===== src/rtl/ula_entrada_ctrl.sv =====
// ---------------------------------------------------------------------------
// ula_entrada_ctrl
//
// Input-capture stage that sits directly in front of the ULA datapath.
// The two active-low push buttons and the ten slide switches are brought
// into the clk domain through 2-FF synchronisers. Each button is debounced,
// and a 1->0 edge of the debounced level becomes a one-cycle press pulse.
// Press pulses update the registered operands and operation code, so the
// ULA always sees stable, glitch-free values.
//
//   KEY0 press             : step seletor 0,1,..,NUM_OPS-1,0,...
//   KEY1 press, sw[9] = 0  : a <= sw[3:0], b <= sw[7:4], carry_in <= sw[8]
//   KEY1 press, sw[9] = 1  : seletor <= sw[2:0] (codes >= NUM_OPS load 0)
//
// Ports
//   clk        in   1   system clock, all state on the rising edge
//   rst        in   1   synchronous reset, active-high
//   key_n      in   2   raw push buttons, active-low, asynchronous
//   sw         in   10  raw slide switches, asynchronous
//   a          out  4   registered operand A
//   b          out  4   registered operand B
//   carry_in   out  1   registered carry-in
//   seletor    out  3   registered operation code for the ULA mux
//   op_valid   out  1   one-cycle pulse in the cycle the outputs take a new value
//   dbg_state  out  2   per-key debounce FSM state (1 = PENDING)
//
// Handshake: there is no back-pressure. op_valid is a pure strobe that is
// high for exactly one cycle per update event, coincident with the new
// register values; the outputs hold their value whenever op_valid is low.
// ---------------------------------------------------------------------------
module ula_entrada_ctrl #(
  parameter int DEBOUNCE_CYCLES = 500000,
  parameter int CNT_W           = 19,
  parameter int NUM_OPS         = 7
) (
  input  logic       clk,
  input  logic       rst,
  input  logic [1:0] key_n,
  input  logic [9:0] sw,
  output logic [3:0] a,
  output logic [3:0] b,
  output logic       carry_in,
  output logic [2:0] seletor,
  output logic       op_valid,
  output logic [1:0] dbg_state
);

  typedef enum logic {
    ST_STABLE  = 1'b0,
    ST_PENDING = 1'b1
  } db_state_t;

  // Synchronisers
  logic [1:0]       r_key_s1;
  logic [1:0]       r_key_s2;
  logic [9:0]       r_sw_s1;
  logic [9:0]       r_sw_s2;

  // Debounce state, one lane per key
  db_state_t        r_state [2];
  logic [CNT_W-1:0] r_cnt   [2];
  logic [1:0]       r_db;
  logic [1:0]       r_db_prev;

  // Arming: a key only produces presses after it has been seen released
  // with a fully refilled synchroniser. This keeps a button that is held
  // down through reset from firing when reset drops.
  logic [1:0]       r_flush;
  logic [1:0]       r_arm;

  logic [1:0]       r_press;

  // Output registers
  logic [3:0]       r_a;
  logic [3:0]       r_b;
  logic             r_carry;
  logic [2:0]       r_sel;
  logic             r_op_valid;

  // Combinational next values
  db_state_t        w_state_nxt [2];
  logic [CNT_W-1:0] w_cnt_nxt   [2];
  logic [1:0]       w_db_nxt;
  logic [1:0]       w_press;
  logic [2:0]       w_step_sel;
  logic [2:0]       w_direct_sel;

  // -------------------------------------------------------------------------
  // Input synchronisers. Keys reset to the released level (1) and switches
  // to 0 so that nothing looks like activity right after reset.
  // -------------------------------------------------------------------------
  always_ff @(posedge clk) begin
    if (rst) begin
      r_key_s1 <= 2'b11;
      r_key_s2 <= 2'b11;
      r_sw_s1  <= 10'd0;
      r_sw_s2  <= 10'd0;
    end else begin
      r_key_s1 <= key_n;
      r_key_s2 <= r_key_s1;
      r_sw_s1  <= sw;
      r_sw_s2  <= r_sw_s1;
    end
  end

  // -------------------------------------------------------------------------
  // Debounce FSM, next-state logic.
  // STABLE  : synced level equals debounced level, counter parked at 0.
  // PENDING : levels differ, counter runs. Reaching DEBOUNCE_CYCLES-1 while
  //           still different accepts the new level. Any return to the
  //           debounced level before that clears the count.
  // -------------------------------------------------------------------------
  always_comb begin
    w_db_nxt = r_db;
    for (int i = 0; i < 2; i++) begin
      w_state_nxt[i] = r_state[i];
      w_cnt_nxt[i]   = r_cnt[i];
      if (r_key_s2[i] == r_db[i]) begin
        w_state_nxt[i] = ST_STABLE;
        w_cnt_nxt[i]   = '0;
      end else if (r_cnt[i] == CNT_W'(DEBOUNCE_CYCLES - 1)) begin
        w_state_nxt[i] = ST_STABLE;
        w_cnt_nxt[i]   = '0;
        w_db_nxt[i]    = r_key_s2[i];
      end else begin
        w_state_nxt[i] = ST_PENDING;
        w_cnt_nxt[i]   = r_cnt[i] + CNT_W'(1);
      end
    end
  end

  // Debounce FSM, state register
  always_ff @(posedge clk) begin
    if (rst) begin
      for (int i = 0; i < 2; i++) begin
        r_state[i] <= ST_STABLE;
        r_cnt[i]   <= '0;
      end
      r_db      <= 2'b11;
      r_db_prev <= 2'b11;
    end else begin
      for (int i = 0; i < 2; i++) begin
        r_state[i] <= w_state_nxt[i];
        r_cnt[i]   <= w_cnt_nxt[i];
      end
      r_db      <= w_db_nxt;
      r_db_prev <= r_db;
    end
  end

  assign dbg_state = {r_state[1] == ST_PENDING, r_state[0] == ST_PENDING};

  // -------------------------------------------------------------------------
  // Press detection. r_flush[1] rises once the synchroniser holds real
  // samples taken after reset; only then can a released key be armed.
  // The press pulse is registered before it drives the output registers.
  // -------------------------------------------------------------------------
  assign w_press = r_db_prev & ~r_db & r_arm;

  always_ff @(posedge clk) begin
    if (rst) begin
      r_flush <= 2'b00;
      r_arm   <= 2'b00;
      r_press <= 2'b00;
    end else begin
      r_flush <= {r_flush[0], 1'b1};
      r_arm   <= r_arm | ({2{r_flush[1]}} & r_key_s2 & r_db);
      r_press <= w_press;
    end
  end

  // -------------------------------------------------------------------------
  // Output register update
  // -------------------------------------------------------------------------
  assign w_step_sel   = (r_sel == 3'(NUM_OPS - 1)) ? 3'd0 : r_sel + 3'd1;
  // Extra MSB so the comparison stays correct for any NUM_OPS up to 8.
  assign w_direct_sel = ({1'b0, r_sw_s2[2:0]} >= 4'(NUM_OPS)) ? 3'd0 : r_sw_s2[2:0];

  always_ff @(posedge clk) begin
    if (rst) begin
      r_a        <= 4'd0;
      r_b        <= 4'd0;
      r_carry    <= 1'b0;
      r_sel      <= 3'd0;
      r_op_valid <= 1'b0;
    end else begin
      r_op_valid <= 1'b0;
      if (r_press[1] && r_sw_s2[9]) begin
        // Direct operation load overrides a simultaneous KEY0 step.
        r_sel      <= w_direct_sel;
        r_op_valid <= 1'b1;
      end else begin
        if (r_press[1]) begin
          r_a     <= r_sw_s2[3:0];
          r_b     <= r_sw_s2[7:4];
          r_carry <= r_sw_s2[8];
        end
        if (r_press[0]) begin
          r_sel <= w_step_sel;
        end
        if (|r_press) begin
          r_op_valid <= 1'b1;
        end
      end
    end
  end

  assign a        = r_a;
  assign b        = r_b;
  assign carry_in = r_carry;
  assign seletor  = r_sel;
  assign op_valid = r_op_valid;

endmodule


===== config.mk =====
export PLATFORM = sky130hd
export DESIGN_NAME = ula_entrada_ctrl
export DESIGN_NICKNAME = d
export VERILOG_FILES = /design/src/rtl/ula_entrada_ctrl.sv
export SDC_FILE = /design/constraint.sdc
export NUM_CORES = 1
export LEC_CHECK = 0
export BUFFER_PORTS_ARGS = -buffer_cell sky130_fd_sc_hd__buf_2
export CORE_ASPECT_RATIO = 0.75
export CORE_MARGIN = 1.5
export CORE_UTILIZATION = 50
export DETAILED_ROUTE_END_ITERATION = 16
export HOLD_SLACK_MARGIN = 0.12
export PLACE_DENSITY = 0.78
export SYNTH_ARGS = -nofsm -noshare
export SYNTH_HDL_FRONTEND = slang
export SYNTH_SLANG_ARGS = --single-unit

===== constraint.sdc =====
create_clock -name clk -period 1.68 [get_ports clk]
set_input_delay 0.252 -clock clk [delete_from_list [all_inputs] [get_ports clk]]
set_output_delay 0.252 -clock clk [all_outputs]
set_load 0.005 [all_outputs]

==> out/qor_table.md <==
| Result | Value |
|---|---|
| Std cell rows | 25 |
| Mean instance size in the synthesized netlist | 9.32 um2 |
| Max Transition Viols Final | 0 |
| Synth Warn # | 0 |
| Count of flip-flops with a built-in enable after synthesis | 0 |
| Deepest clock path buffer count | 2 |
| Run status | completed |
| Net count after synthesis | 368 |
| Number of CTS-inserted buffers | 9 |
| Count of maximum capacitance violations | 0 |
| Antenna violations before repair | 0 |
| Area growth from synthesis to final layout | 20.2% |
| Routed WL per cell | 12.3 um |
| Headroom to the max-slew limit | 76.7% |
| Critical Path Start | r_cnt[0][7] |
| GRT Overall Usage | 19.4% |
| Count of unique library cells instantiated by Yosys | 39 |
| Main flop type after synthesis | sky130_fd_sc_hd__dfxtp_1 |
| Clock root cell | sky130_fd_sc_hd__clkbuf_8 |
| Floorplan Core Area | 6320 um2 |
| Final weighted congestion in routability-driven placement | 0.846 |
| Final HPWL from detailed placement | 4070 um |
| Antenna Violating Nets Remaining | 0 |
| Worst Clk Skew | 10.6 ps |
| Total negative setup slack | 0 ps |
| Total power density per cell area | 920 nW/um2 |
| Final Critical Period | 1600 ps |
| Total detailed-routing wirelength | 5990 um |
| # setup viols final | 0 |
| Maximum resistive drop on vdd | 0.000749 V |
| Synthesized cell area | 3280 um2 |
| I/O Pins | 29 |
| Clock power frac | 39.0% |
| Final hold vios | 0 |
| Count of buffers from port buffering | 28 |
| Hold path startpoint | rst |
| Deepest level of the CTS H-tree | 3 |
| DIE AREA | 7060 um2 |
| Worst Path Required | 1990 ps |
| Total iterations of the first detailed-routing run | 4 |
| Count of state elements after synthesis | 87 |
| Internal power | 2.75 mW |
| Global-route wire length before repair | 10200 um |
| Buffers inserted during post-CTS setup optimization | 0 |
| Via count of the first global-routing pass | 2375 |
| Die span in x | 96.6 um |
| Fraction of registers with async set/reset | 0% |
| Fraction of power consumed by combinational cells | 2.9% |
| Switch Pwr | 0.885 mW |
| Reg-to-Reg Start | r_cnt[0][7] |
| Routed via count | 2525 |
| Sequential power share | 58.1% |
| Via density per instance | 5.16 |
| Post-Synthesis Cells | 352 |
| Grt ovf | 0 |
| Clock net sink count | 87 |
| Clock-pin slew reported for the worst setup and hold paths after clock tree synthesis | 100 ps |
| Category of the most critical setup path | flip-flop to flip-flop |
| Crit path launch type | flip-flop |
| Static Leakage | 1.48 nW |
| Non-Filler Instances | 489 |
| Data arrival time at the worst-slack endpoint | 1900 ps |
| Antenna cells | 0 |
| Transition at the pin with the smallest max-transition slack | 347 ps |
| Share of the yosys chip area belonging to registers | 53.1% |
| Fraction of power spent switching nets | 24.4% |
| Number of instances in the placed design | 461 |
| Fmax | 626 MHz |
| Final worst-path cycle share | 95.1% |
| Share of cells above drive strength 1 | 19.4% |
| Endpoint class of the critical path | flip-flop |
| Detailed router's first-iteration violation count | 79 |
| CTS tree | built |
| CP max FO | 6 |
| Min-delay worst type | input pin to flip-flop |
| Net count of the finished layout | 419 |
| Count of unresolved DRC violations after routing | 0 |
| Height of the die | 73.2 um |
| Setup repair after global routing missed its margin | no |
| Clock insertion delay at the later pin of the skew report | 370 ps |
| Initial core utilization | 51.9% |
| Pin count of the biggest net entering global routing | 41 |
==> routing by layer <==
metal / global-route usage, % / wire [um] / vias to the layer above
li1: - / - / 1302
met1: 22.8 / 2830 / 1155
met2: 31.1 / 2780 / 57
met3: 8.65 / 282 / 11
met4: 7.89 / 102 / 0
met5: 0 / 0 / -
==> worst paths after layout <==
kind | endpoint | slack [ps] | depth (start not counted)
hold / removal | r_flush[0] | 170 | 2
hold reg to reg | r_key_s2[1] | 410 | 1
setup reg to reg | r_cnt[0][17] | 80 | 4
setup / recovery | r_cnt[0][17] | 80 | 4
==> logic make-up after synthesis <==
| logic type | count (synthesis) | synth area share (%) |
|---|---|---|
| buf+inv | 23 | 3.20 |
| simple gates | 168 | 27.4 |
| xor+xnor | 27 | 7.21 |
| mux | 1 | 0.305 |
| flops | 87 | 53.1 |
| compound gates | 44 | 8.01 |
| fa+ha+maj | 2 | 0.762 |
==> final cells by class <==
cell class,count,area [um2]
Tap cell,81,101
Clock inverter,7,71.3
Inverter,8,30.0
Timing Repair Buffer,55,409
Sequential cell,87,1750
Fill cell,504,2370
Clock buffer,9,124
Multi-Input combinational cell,242,1460
==> cells in the final DEF (no fill, tap or decap), types with 2 or more instances in the layout <==
| cell type | count |
|---|---|
| sky130_fd_sc_hd__nand4_1 | 12 |
| sky130_fd_sc_hd__inv_8 | 4 |
| sky130_fd_sc_hd__o21ai_0 | 7 |
| sky130_fd_sc_hd__or4_1 | 4 |
| sky130_fd_sc_hd__dfxtp_2 | 4 |
| sky130_fd_sc_hd__clkbuf_8 | 9 |
| sky130_fd_sc_hd__o31ai_1 | 3 |
| sky130_fd_sc_hd__nor3_1 | 4 |
| sky130_fd_sc_hd__a211oi_1 | 3 |
| sky130_fd_sc_hd__clkinv_4 | 2 |
| sky130_fd_sc_hd__and2_1 | 3 |
| sky130_fd_sc_hd__nor4_1 | 5 |
| sky130_fd_sc_hd__buf_6 | 3 |
| sky130_fd_sc_hd__nand2_1 | 37 |
| sky130_fd_sc_hd__or3_1 | 7 |
| sky130_fd_sc_hd__buf_12 | 2 |
| sky130_fd_sc_hd__a21oi_1 | 24 |
| sky130_fd_sc_hd__and3_1 | 5 |
| sky130_fd_sc_hd__xnor2_1 | 7 |
| sky130_fd_sc_hd__buf_2 | 28 |
| sky130_fd_sc_hd__nor2_1 | 38 |
| sky130_fd_sc_hd__buf_4 | 10 |
| sky130_fd_sc_hd__and4_1 | 3 |
| sky130_fd_sc_hd__nand2b_1 | 2 |
| sky130_fd_sc_hd__nor2b_1 | 22 |
| sky130_fd_sc_hd__nand4_2 | 2 |
| sky130_fd_sc_hd__dfxtp_1 | 83 |
| sky130_fd_sc_hd__inv_1 | 8 |
| sky130_fd_sc_hd__a31oi_1 | 4 |
| sky130_fd_sc_hd__dlygate4sd3_1 | 12 |
| sky130_fd_sc_hd__nand3_1 | 11 |
| sky130_fd_sc_hd__or2_2 | 5 |
| sky130_fd_sc_hd__xor2_1 | 20 |
==> through the flow <==
stage	hold WS [ps]	power (mW)	area (um2)	setup slack (ps)	utilization, %
6_report	170	3.63	3940	82.5	62.4
5_1_grt	183	3.78	3940	4.58	62.4
4_1_cts	160	3.67	3910	85.8	61.9
3_5_place_dp	395	2.24	3600	102	56.9
3_3_place_gp	396	2.24	3600	139	56.9
2_1_floorplan	327	2.21	3300	31.4	-
==> what timing repair did <==
| action | in CTS | in global routing |
|---|---|---|
| setup endpoints to repair | 0 | 21 |
| gates resized for setup | 0 | 10 |
| endpoints found under the hold margin | 12 | 0 |
| hold buffers | 12 | 0 |
==> power groups by stage <==
stage	clock, mW	combinational (mW)	sequential (mW)
after CTS	1.46	0.102	2.11
after global placement	0	0.0794	2.16
after global routing	1.55	0.117	2.11
after floorplan	0	0.0510	2.15
final	1.42	0.105	2.11
after detailed placement	0	0.0813	2.16
==> cells in the mapped netlist (2+ instances only) <==
cell type | count | area share, %
sky130_fd_sc_hd__dfxtp_1 | 87 | 53
sky130_fd_sc_hd__nor2_1 | 38 | 4.3
sky130_fd_sc_hd__nand2_1 | 37 | 4.2
sky130_fd_sc_hd__a21oi_1 | 24 | 3.7
sky130_fd_sc_hd__nor2b_1 | 22 | 4.2
sky130_fd_sc_hd__xor2_1 | 20 | 5.3
sky130_fd_sc_hd__nand4_1 | 12 | 2.3
sky130_fd_sc_hd__nand3_1 | 11 | 1.7
sky130_fd_sc_hd__inv_1 | 8 | 0.92
sky130_fd_sc_hd__clkbuf_1 | 7 | 0.80
sky130_fd_sc_hd__o21ai_0 | 7 | 1.1
sky130_fd_sc_hd__or3_1 | 7 | 1.3
sky130_fd_sc_hd__xnor2_1 | 7 | 1.9
sky130_fd_sc_hd__buf_2 | 6 | 0.92
sky130_fd_sc_hd__and3_1 | 5 | 0.95
sky130_fd_sc_hd__nor4_1 | 5 | 0.95
sky130_fd_sc_hd__or2_2 | 5 | 0.95
sky130_fd_sc_hd__a31oi_1 | 4 | 0.76
sky130_fd_sc_hd__and4_1 | 4 | 1.1
sky130_fd_sc_hd__nor3_1 | 4 | 0.61
sky130_fd_sc_hd__or4_1 | 4 | 0.92
sky130_fd_sc_hd__a211oi_1 | 3 | 0.69
sky130_fd_sc_hd__and2_1 | 3 | 0.57
sky130_fd_sc_hd__nand4_2 | 3 | 1.1
sky130_fd_sc_hd__o31ai_1 | 3 | 0.69
sky130_fd_sc_hd__ha_1 | 2 | 0.76
sky130_fd_sc_hd__nand2b_1 | 2 | 0.38
==> critical path, cell delays in order, from the launching register on <==
cell	delay, ps
sky130_fd_sc_hd__dfxtp_1	470
sky130_fd_sc_hd__and3_1	260
sky130_fd_sc_hd__nand3_1	160
sky130_fd_sc_hd__or4_1	490
sky130_fd_sc_hd__a21oi_1	150
==> state kept, by name, indices dropped and copies added (netlist names), 3 cells and up <==
signal,flops
r_sw_s1,10
r_sw_s2,10
a,4
seletor,3
b,4
r_cnt,38
No activity file was read; power rests on OpenSTA's default activity.
